===== src/rtl/synchronizer_filtered.sv =====
// Multi-flop synchronizer per channel, followed by a stability filter and registered rise/fall strobes.
// A level change captured at edge k reaches syncd after edge k+DEPTH+STABLE_CYCLES-1. There is no backpressure.
module synchronizer_filtered #(
  parameter int                DEPTH         = 2,
  parameter int                WIDTH         = 1,
  parameter int                STABLE_CYCLES = 4,
  parameter logic [WIDTH-1:0]  RESET_VALUE   = '0
) (
  input  logic             clk,
  input  logic             reset,
  input  logic [WIDTH-1:0] incoming,
  output logic [WIDTH-1:0] syncd,
  output logic [WIDTH-1:0] rise,
  output logic [WIDTH-1:0] fall,
  output logic             any_change
);

  localparam int             CW       = $clog2(STABLE_CYCLES + 1);
  localparam logic [CW-1:0]  CNT_LAST = CW'(STABLE_CYCLES - 1);

  generate
    if (DEPTH < 2 || DEPTH > 9) begin : g_bad_depth
      $error("synchronizer_filtered: DEPTH must be within 2..9");
    end
    if (WIDTH < 1) begin : g_bad_width
      $error("synchronizer_filtered: WIDTH must be at least 1");
    end
    if (STABLE_CYCLES < 1 || STABLE_CYCLES > 65535) begin : g_bad_stable
      $error("synchronizer_filtered: STABLE_CYCLES must be within 1..65535");
    end
  endgenerate

  // Stage 0 samples the async pins directly, so the whole chain is kept intact and out of IO registers.
  (* preserve, async_reg = "true", altera_attribute = "-name SYNCHRONIZER_IDENTIFICATION FORCED; -name FAST_INPUT_REGISTER OFF" *)
  logic [WIDTH-1:0] chain [DEPTH];

  logic [WIDTH-1:0] s;
  logic [WIDTH-1:0] upd;
  logic [CW-1:0]    cnt [WIDTH];

  assign s = chain[DEPTH-1];

  // A channel commits when s has disagreed with syncd on STABLE_CYCLES consecutive edges, this one included.
  always_comb begin
    upd = '0;
    for (int i = 0; i < WIDTH; i++) begin
      upd[i] = (s[i] != syncd[i]) && (cnt[i] == CNT_LAST);
    end
  end

  always_ff @(posedge clk) begin
    if (reset) begin
      for (int j = 0; j < DEPTH; j++) begin
        chain[j] <= RESET_VALUE;
      end
      for (int i = 0; i < WIDTH; i++) begin
        cnt[i] <= '0;
      end
      syncd      <= RESET_VALUE;
      rise       <= '0;
      fall       <= '0;
      any_change <= 1'b0;
    end else begin
      chain[0] <= incoming;
      for (int j = 1; j < DEPTH; j++) begin
        chain[j] <= chain[j-1];
      end
      for (int i = 0; i < WIDTH; i++) begin
        if (s[i] == syncd[i] || upd[i]) begin
          cnt[i] <= '0;
        end else begin
          cnt[i] <= cnt[i] + CW'(1);
        end
      end
      syncd      <= (syncd & ~upd) | (s & upd);
      rise       <= upd & s;
      fall       <= upd & ~s;
      any_change <= |upd;
    end
  end

endmodule

===== config.mk =====
export PLATFORM = sky130hd
export DESIGN_NAME = synchronizer_filtered
export DESIGN_NICKNAME = d
export VERILOG_FILES = /design/src/rtl/synchronizer_filtered.sv
export SDC_FILE = /design/constraint.sdc
export NUM_CORES = 1
export LEC_CHECK = 0
export CORE_AREA = 2 2 39 41
export CTS_CLUSTER_SIZE = 10
export DETAILED_ROUTE_END_ITERATION = 6
export DIE_AREA = 0 0 41 43
export PLACE_DENSITY = 0.53
export SLEW_MARGIN = 15
export SYNTH_ARGS = -nofsm -noshare
export SYNTH_HDL_FRONTEND = slang
export SYNTH_SLANG_ARGS = --single-unit

===== constraint.sdc =====
create_clock -name clk -period 3.6 [get_ports clk]
set_input_delay 0.72 -clock clk [delete_from_list [all_inputs] [get_ports clk]]
set_output_delay 0.72 -clock clk [all_outputs]
set_load 0.005 [all_outputs]

Word-level counts from Yosys, hierarchy flattened. Memory sizes are Yosys's and may differ from the RTL's. Cells that the tools add are included.

Memory bits (writable): 5. Memories: 2. Bits of input ports: 3. Logic and storage cells: 37. Output and inout bits: 4. Register bits after elaboration: 4.

Memory list: cnt (words 1, bits a word 3, rd ports 1, clocked after memory_dff 0, wr ports 1, line 39) `logic [CW-1:0] cnt [WIDTH];`; chain (words 2, bits a word 1, rd ports 2, clocked after memory_dff 0, wr ports 2, line 35) `logic [WIDTH-1:0] chain [DEPTH];`.

Reduce and logical (&&, ||, !) cells: 4. Add/sub/neg operators: 1. Mux-type cells: 15. Bitwise logic cells: 8. Eq/ne operators: 3.

Operator list (count): $mux W1 (13); $mux W3 (2); $reduce_or A3 Y1 (2); $add A3 B1 Y3 const B (1); $and A1 B1 Y1 (3); $eq A3 B2 Y1 const B (1); $or A1 B1 Y1 (3); $not A1 Y1 (2); $eq A1 B1 Y1 (1); $logic_and A1 B1 Y1 (1); $logic_or A1 B1 Y1 (1); $ne A1 B1 Y1 (1).

Longest topological paths before layout. Gate-level depths: netlist of run 1.

Word-level depth: 9. Gate-level depth with buffers: 4. Gate-level depth less buffers: 4.

Least setup slack after synthesis of run 1. No wires, ideal clock.

Path kind: register -> register. Start: mem cnt[0][0] (netlist bit). End: mem cnt[0][2] (netlist bit) (data pin). Stages on the path, launching flop included: 4. Data arrival time: 1.049 ns. Path buffers: 0. Required time: 3.424 ns. Period minus slack after synthesis: 1.225 ns. Path slack: 2.375 ns. Library setup time: 0.176 ns. Cell sequence: edfxtp_1 ha_1 ha_1 nor4_1.

Cells in the longest elaborated chain, start to end: 9. Elaborated cells on any way between the ends: 10. Those cells by class: add/sub: 1; eq/ne: 1; mux: 4; reduce/logical: 3; memory: 1.

Ends and longest elaborated chain: from (decl) (line 39); $mem_v2 Z1 W3 *; $eq A3 B2 Y1 (line 47) `upd[i] = (s[i] != syncd[i]) && (cnt[i] == CNT_LAST);`; $logic_and A1 B1 Y1 (line 47); $logic_or A1 B1 Y1 (line 69) `if (s[i] == syncd[i] || upd[i]) begin`; $mux W1 (line 69); $mux W1 (line 52) `if (reset) begin`; $mux W1 (implied by the code) (line 72) `cnt[i] <= cnt[i] + CW'(1);`; $reduce_or A3 Y1 (no source line); $mux W3 (no source line) *.

Mark *: on every way between the ends. The rest lies on a longest branch, timed or not.

==> impl_metrics.toml, run 1 <==
[run_status]
outcome = "completed"

[power_and_ir_drop]
power_uw = 196
pwr-share-seq_pct = 55.5
swShare_pct = 21.8
max-vdd-ir-drop_v = 0.000173
combPwrFrac_pct = 4.5
cellPowerDensity_mw_per_mm2 = 441
internal_power_uw = 154
p_leak_nw = 0.164
p_switching_uw = 42.8
pwr-share-clk_pct = 40.0

[worst_setup_path]
worstPathMaxFanout = 5
worst-path-stages = 1
crit_arrival_ns = 1.19
end_kind = "primary output"
critical_path.startpoint_type = "flop"
r2r.worst_path.cells = 3
path_buf_inv = 1
crit_path_max_incr_delay_ns = 0.53
cpLargestDelayFamily = "buffers and inverters"
crit_slowest_cell = "clkdlybuf4s50_1"
path_cells = "clkdlybuf4s50_1"
required_ns = 2.88
path_class = "flop to primary output"

[drt]
highest_layer = "met4"
first_iter_violations = 1
wirelength_um = 448
wl_met2_um = 207
met1_length_um = 188
firstDrtPassIters = 2
drc = 0
avgRoutedWirePerCell_um = 8.45
ant_nets = 0
vias = 210
avgViaCountPerCell = 3.96
route.met3.wl_um = 21

[synthesis]
ys_warn_count = 0
synthMostInstantiatedCell = "dfxtp_1"
syn_inst = 25
yosys_most_used_dff = "dfxtp_1"
syn_area_um2 = 330
async_flop_share_pct = 0
synth_top_cells_by_count = "dfxtp_1, edfxtp_1"
yosys.area.top_type_share_pct = 36.4
yosysUniqueCellTypes = 13
yosysTopAreaCell = "dfxtp_1"
synth_edf_count = 3
ys_seq_area_share_pct = 63.6
ys_seq_elements = 9
syn_area_per_cell_um2 = 13.2
synth_area_leaders = "dfxtp_1, edfxtp_1, ha_1, nor3b_1, nor4b_2"

[sta]
min_period_over_period_pct = 53.2
setup_tns_ns = 0
slew_viol_final = 0
setup_viol = 0
fmax_mhz = 522
fin_worst_skew_ns = 0.00677
grt_setup_unrepaired = "no"
min_period_ns = 1.91
hold_viol = 0

[layout]
fillCellCount = 148
final_cells = 53
syn_to_final_growth_pct = 34.8
final_nets = 43
drive_gt1_share_pct = 13.5
antennaDiodeCount = 0

[worst_hold_path]
min_path_cells = 1
worstHoldPathType = "flop to flop"

[floorplan]
die_area_mm2 = 0.00176
die_x_um = 41
die_h_um = 43
ios = 7
start_util_pct = 23.9
core_mm2 = 0.00138
rows = 14

[global_routing]
grt-ovfl-total = 0
grt_max_degree = 8
grt_pass1_vias = 226
antenna_found_initial = 0
grt_use_total_pct = 8.30
grt_pass1_wl_um = 897

[clock_network]
root_buffer = "clkbuf_4"
post_cts_resized = 0
clockBufferDepth = 2
cts_hold_buf = 0
cts_num_sinks = 9
tritoncts = "done"
htree_levels = 1
clkTransAtPathRegs_ns = 0.07
numCtsBuffers = 3
cts_setup_buffers = 0
clock_latency_ns = 0.27

[place]
globalplace.congestion = 0.648
portBuffers = 6
dp_cells = 49
dpl.hpwl_um = 353

[job]
drv_cap = 0
==> cells by family after synthesis <==
kind of cell | synth area share (%)
buf+inv | 1.14
xor+xnor | 2.65
fa+ha+maj | 7.57
mux | 3.03
other cells | 1.14
flops | 63.6
simple gates | 20.8
==> cell usage in the layout (no fill, tap or decap) <==
cell type        count
clkdlybuf4s50_1      6
xnor2_1              1
conb_1               3
inv_1                1
mux2i_1              1
ha_1                 2
dfxtp_1              6
nor2_1               2
clkinv_2             1
nor2b_1              2
nor4b_2              1
edfxtp_1             3
nor4_1               2
nand2b_1             1
nor3b_1              2
clkbuf_4             3
==> worst paths after layout <==
path / start / to / slack, ns
setup / recovery: flop / syncd / 1.69
hold reg to reg: chain[0][0]$_SDFF_PP0_ / chain[0][1]$_SDFF_PP0_ / 0.45
hold / removal: chain[0][0]$_SDFF_PP0_ / chain[0][1]$_SDFF_PP0_ / 0.45
setup reg to reg: cnt[0][0]$_SDFFCE_PN0P_ / cnt[0][2]$_SDFFCE_PN0P_ / 2.27
==> routing by layer <==
| layer | up-vias | GRT usage (%) |
|---|---|---|
| met5 | - | 0 |
| met4 | 0 | 12.0 |
| met3 | 3 | 1.57 |
| met2 | 7 | 10.9 |
| met1 | 92 | 8.58 |
| li1 | 108 | - |
==> power by group through the flow <==
stage               clock, mW  sequential [mW]  combinational (mW)
floorplan                   0            0.111             0.00493
global placement            0            0.111             0.00891
detailed placement          0            0.111             0.00899
CTS                    0.0818            0.109             0.00897
global route           0.0872            0.109              0.0106
finish                 0.0785            0.109             0.00889
==> cell type report <==
| class | instances | area, um2 | area share [%] |
|---|---|---|---|
| Clock inverter | 1 | 5.00 | 1.12 |
| Multi-Input combinational cell | 17 | 124 | 27.8 |
| Sequential cell | 9 | 210 | 47.2 |
| Clock buffer | 3 | 22.5 | 5.06 |
| Inverter | 1 | 3.75 | 0.843 |
| Timing Repair Buffer | 6 | 60.1 | 13.5 |
| Tap cell | 16 | 20.0 | 4.49 |
==> metrics by stage <==
stage          hold WS (ns)  setup WS, ns  area, um2  utilization, %
2_1_floorplan         0.414          2.37        338               -
3_3_place_gp          0.433          1.87        418            30.2
3_5_place_dp          0.430          1.84        418            30.2
4_1_cts               0.449          1.67        445            32.2
5_1_grt               0.464          1.61        445            32.2
6_report              0.448          1.69        445            32.2
No activity file was read; power rests on OpenSTA's default activity.
==> inputs of run 2 (changes only) <==
- PLACE_DENSITY: 0.53 -> 0.54
- clock period: 3.6 -> 1.6 ns (I/O delays scaled with it)
==> impl_metrics.toml, run 2 (synthesis results as in run 1) <==
[clock_network]
clkTransAtPathRegs_ns = 0.06
numCtsBuffers = 3
post_cts_resized = 0
cts_setup_buffers = 0
cts_hold_buf = 0
htree_levels = 1
clockBufferDepth = 2
clock_latency_ns = 0.26
root_buffer = "clkbuf_4"
cts_num_sinks = 9
tritoncts = "done"

[layout]
syn_to_final_growth_pct = 34.5
final_cells = 53
final_nets = 43
antennaDiodeCount = 0
drive_gt1_share_pct = 10.8
final_core_util_pct = 32.1
final_cell_mix = "dfxtp_1, clkdlybuf4s50_1, clkbuf_4, edfxtp_1, conb_1"

[sta]
slew_viol_final = 0
grt_setup_unrepaired = "no"
fin_worst_skew_ns = 0.00608
setup_tns_ns = 0
min_period_over_period_pct = 96.3
min_period_ns = 1.54
hold_slack_ns = 0.454
setup_viol = 0
fmax_mhz = 649
hold_viol = 0

[worst_setup_path]
path_buf_inv = 1
crit_slowest_cell = "clkdlybuf4s50_1"
path_cells = "clkdlybuf4s50_1"
crit_arrival_ns = 1.22
worstPathMaxFanout = 5
critical_path.startpoint_type = "flop"
cpLargestDelayFamily = "buffers and inverters"
crit_path_max_incr_delay_ns = 0.55
path_class = "flop to primary output"
end_kind = "primary output"
required_ns = 1.28

[drt]
vias = 214
ant_nets = 0
avgViaCountPerCell = 4.04
firstDrtPassIters = 1
avgRoutedWirePerCell_um = 9.43
drc = 0
wirelength_um = 500
first_iter_violations = 0

[global_routing]
antenna_found_initial = 0
grt_pass1_vias = 216
grt_max_degree = 8
grt_pass1_wl_um = 910
grt_use_total_pct = 7.89
grt-ovfl-total = 0

[floorplan]
die_h_um = 43
die_area_mm2 = 0.00176
start_util_pct = 23.9
die_x_um = 41
ios = 7
rows = 14
core_mm2 = 0.00138

[run_status]
outcome = "completed"

[power_and_ir_drop]
p_leak_nw = 0.162
max-vdd-ir-drop_v = 0.000512
cellPowerDensity_mw_per_mm2 = 991

[place]
portBuffers = 6
dpl.hpwl_um = 366
dp_cells = 49
globalplace.congestion = 0.648

[worst_hold_path]
worstHoldPathType = "flop to flop"

[job]
drv_cap = 0
## run 2: power breakdown
part / total, mW / switching (mW) / leakage, nW / internal [mW]
Combinational: 0.0202 / 0.00903 / 0.0668 / 0.0111
Sequential: 0.245 / 0.00285 / 0.0797 / 0.242
Clock: 0.175 / 0.0787 / 0.0150 / 0.0961
Total: 0.440 / 0.0906 / 0.162 / 0.349
## run 2: worst paths after layout
kind	start	end	slack, ns	cells after the start
min reg2reg	chain[0][0]$_SDFF_PP0_	chain[0][1]$_SDFF_PP0_	0.45	1
min	chain[0][0]$_SDFF_PP0_	chain[0][1]$_SDFF_PP0_	0.45	1
max	flop	syncd	0.06	1
max reg2reg	cnt[0][0]$_SDFFCE_PN0P_	cnt[0][2]$_SDFFCE_PN0P_	0.26	3
## run 2: area by class of cell
| class | count | area (um2) |
|---|---|---|
| fillers | 145 | 940 |
| flip-flops and latches | 9 | 210 |
| multi-input cells | 17 | 124 |
| repair buffers | 6 | 60.1 |
| clock buffers | 4 | 26.3 |
| well taps | 16 | 20.0 |
| inverters | 1 | 3.75 |
## run 2: per-layer routing
layer  wire length, um  part of all wire (%)  global-route usage, %
met1               232                    46                   8.91
met2               220                    44                   10.9
met3                46                   9.2                   6.81
met4                 0                     0                   2.00
met5                 0                     0                      0
## run 2: per-stage QoR
stage                     instance area [um2]  power, mW  worst slack [ns]
after floorplan                           338      0.261             0.375
after global placement                    418      0.270             0.244
after detailed placement                  418      0.271             0.206
after CTS                                 444      0.447            0.0626
after global routing                      444      0.459           0.00911
final                                     444      0.440            0.0596
==> inputs of run 3 (changes only) <==
- RECOVER_POWER: unset -> 100
==> impl_metrics.toml, run 3 (synthesis results as in run 1) <==
[worst_setup_path]
critical_path.startpoint_type = "flop"
worstPathMaxFanout = 5
crit_arrival_ns = 1.22
reg2reg_from = "cnt[0][0]$_SDFFCE_PN0P_"
cpLargestDelayFamily = "buffers and inverters"
path_buf_inv = 1
crit_path_max_incr_delay_ns = 0.55
end_kind = "primary output"
path_cells = "clkdlybuf4s50_1"
path_class = "flop to primary output"
crit_slowest_cell = "clkdlybuf4s50_1"
required_ns = 1.28

[layout]
layout_commonest_cell = "dfxtp_1"
drive_gt1_share_pct = 8.11
final_core_util_pct = 31.6
antennaDiodeCount = 0
final_nets = 43
syn_to_final_growth_pct = 32.6
final_cell_mix = "dfxtp_1, dlygate4sd3_1, clkbuf_4, edfxtp_1, conb_1"

[sta]
slew_viol_final = 0
min_period_ns = 1.54
grt_setup_unrepaired = "no"
setup_tns_ns = 0
hold_viol = 0
fmax_mhz = 649
postLayoutSetupSlackWorst_ns = 0.0595
fin_worst_skew_ns = 0.00616
setup_viol = 0
min_period_over_period_pct = 96.3

[clock_network]
cts_hold_buf = 0
root_buffer = "clkbuf_4"
clock_latency_ns = 0.26
numCtsBuffers = 3
htree_levels = 1
cts_num_sinks = 9
tritoncts = "done"
clockBufferDepth = 2
post_cts_resized = 0
clkTransAtPathRegs_ns = 0.06
cts_setup_buffers = 0

[floorplan]
die_x_um = 41
die_h_um = 43
start_util_pct = 23.9
rows = 14
core_mm2 = 0.00138
ios = 7
die_area_mm2 = 0.00176

[place]
dpl.hpwl_um = 366
pre_cts_slack_ns = 0.206
portBuffers = 6
globalplace.congestion = 0.648

[power_and_ir_drop]
power_uw = 439
p_leak_nw = 0.171
max-vdd-ir-drop_v = 0.000509
cellPowerDensity_mw_per_mm2 = 1000

[drt]
wirelength_um = 502
firstDrtPassIters = 1
vias = 213
drc = 0
first_iter_violations = 0
avgRoutedWirePerCell_um = 9.47
avgViaCountPerCell = 4.02
ant_nets = 0

[global_routing]
grt_use_total_pct = 7.89
grt_max_degree = 8
antenna_found_initial = 0
grt_pass1_vias = 216
grt-ovfl-total = 0
grt_pass1_wl_um = 910

[job]
drv_cap = 0

[worst_hold_path]
hold_start = "chain[0][0]$_SDFF_PP0_"
worstHoldPathType = "flop to flop"

[run_status]
outcome = "completed"
[run 3: cell count changes in the layout (fill, tap and decap cells not counted)]
cell             change
clkdlybuf4s50_1      -4
nor4b_1              +1
dlygate4sd3_1        +4
nor4b_2              -1
[run 3: layer usage]
layer	GRT usage [%]	up-vias	part of all wire [%]
li1	-	108	-
met1	8.91	96	46
met2	10.9	9	44
met3	6.81	0	9.2
met4	2.00	0	0
met5	0	-	0
[run 3: worst paths after layout]
check,endpoint,slack [ns],cells after the start
hold reg to reg,chain[0][1]$_SDFF_PP0_,0.45,1
setup reg to reg,cnt[0][1]$_SDFFCE_PN0P_,0.23,3
setup / recovery,syncd,0.06,1
hold / removal,chain[0][1]$_SDFF_PP0_,0.45,1
[run 3: power breakdown]
part	switching [mW]	internal (mW)	total [mW]	leakage (nW)
registers	0.00281	0.242	0.245	0.0797
logic	0.00861	0.0102	0.0188	0.0765
clock network	0.0787	0.0961	0.175	0.0150
total	0.0902	0.348	0.439	0.171
[run 3: stage by stage]
stage	hold slack [ns]	instance area, um2	cells
4_1_cts	0.457	444	53
2_1_floorplan	0.392	338	27
6_report	0.454	438	53
5_1_grt	0.470	438	53
3_3_place_gp	0.441	418	49
3_5_place_dp	0.440	418	49
[run 3: final cells by class]
class	instances	area, um2
clock buffers	4	26.3
repair buffers	6	60.1
inverters	1	3.75
flip-flops and latches	9	210
well taps	16	20.0
multi-input cells	17	118
fillers	147	946
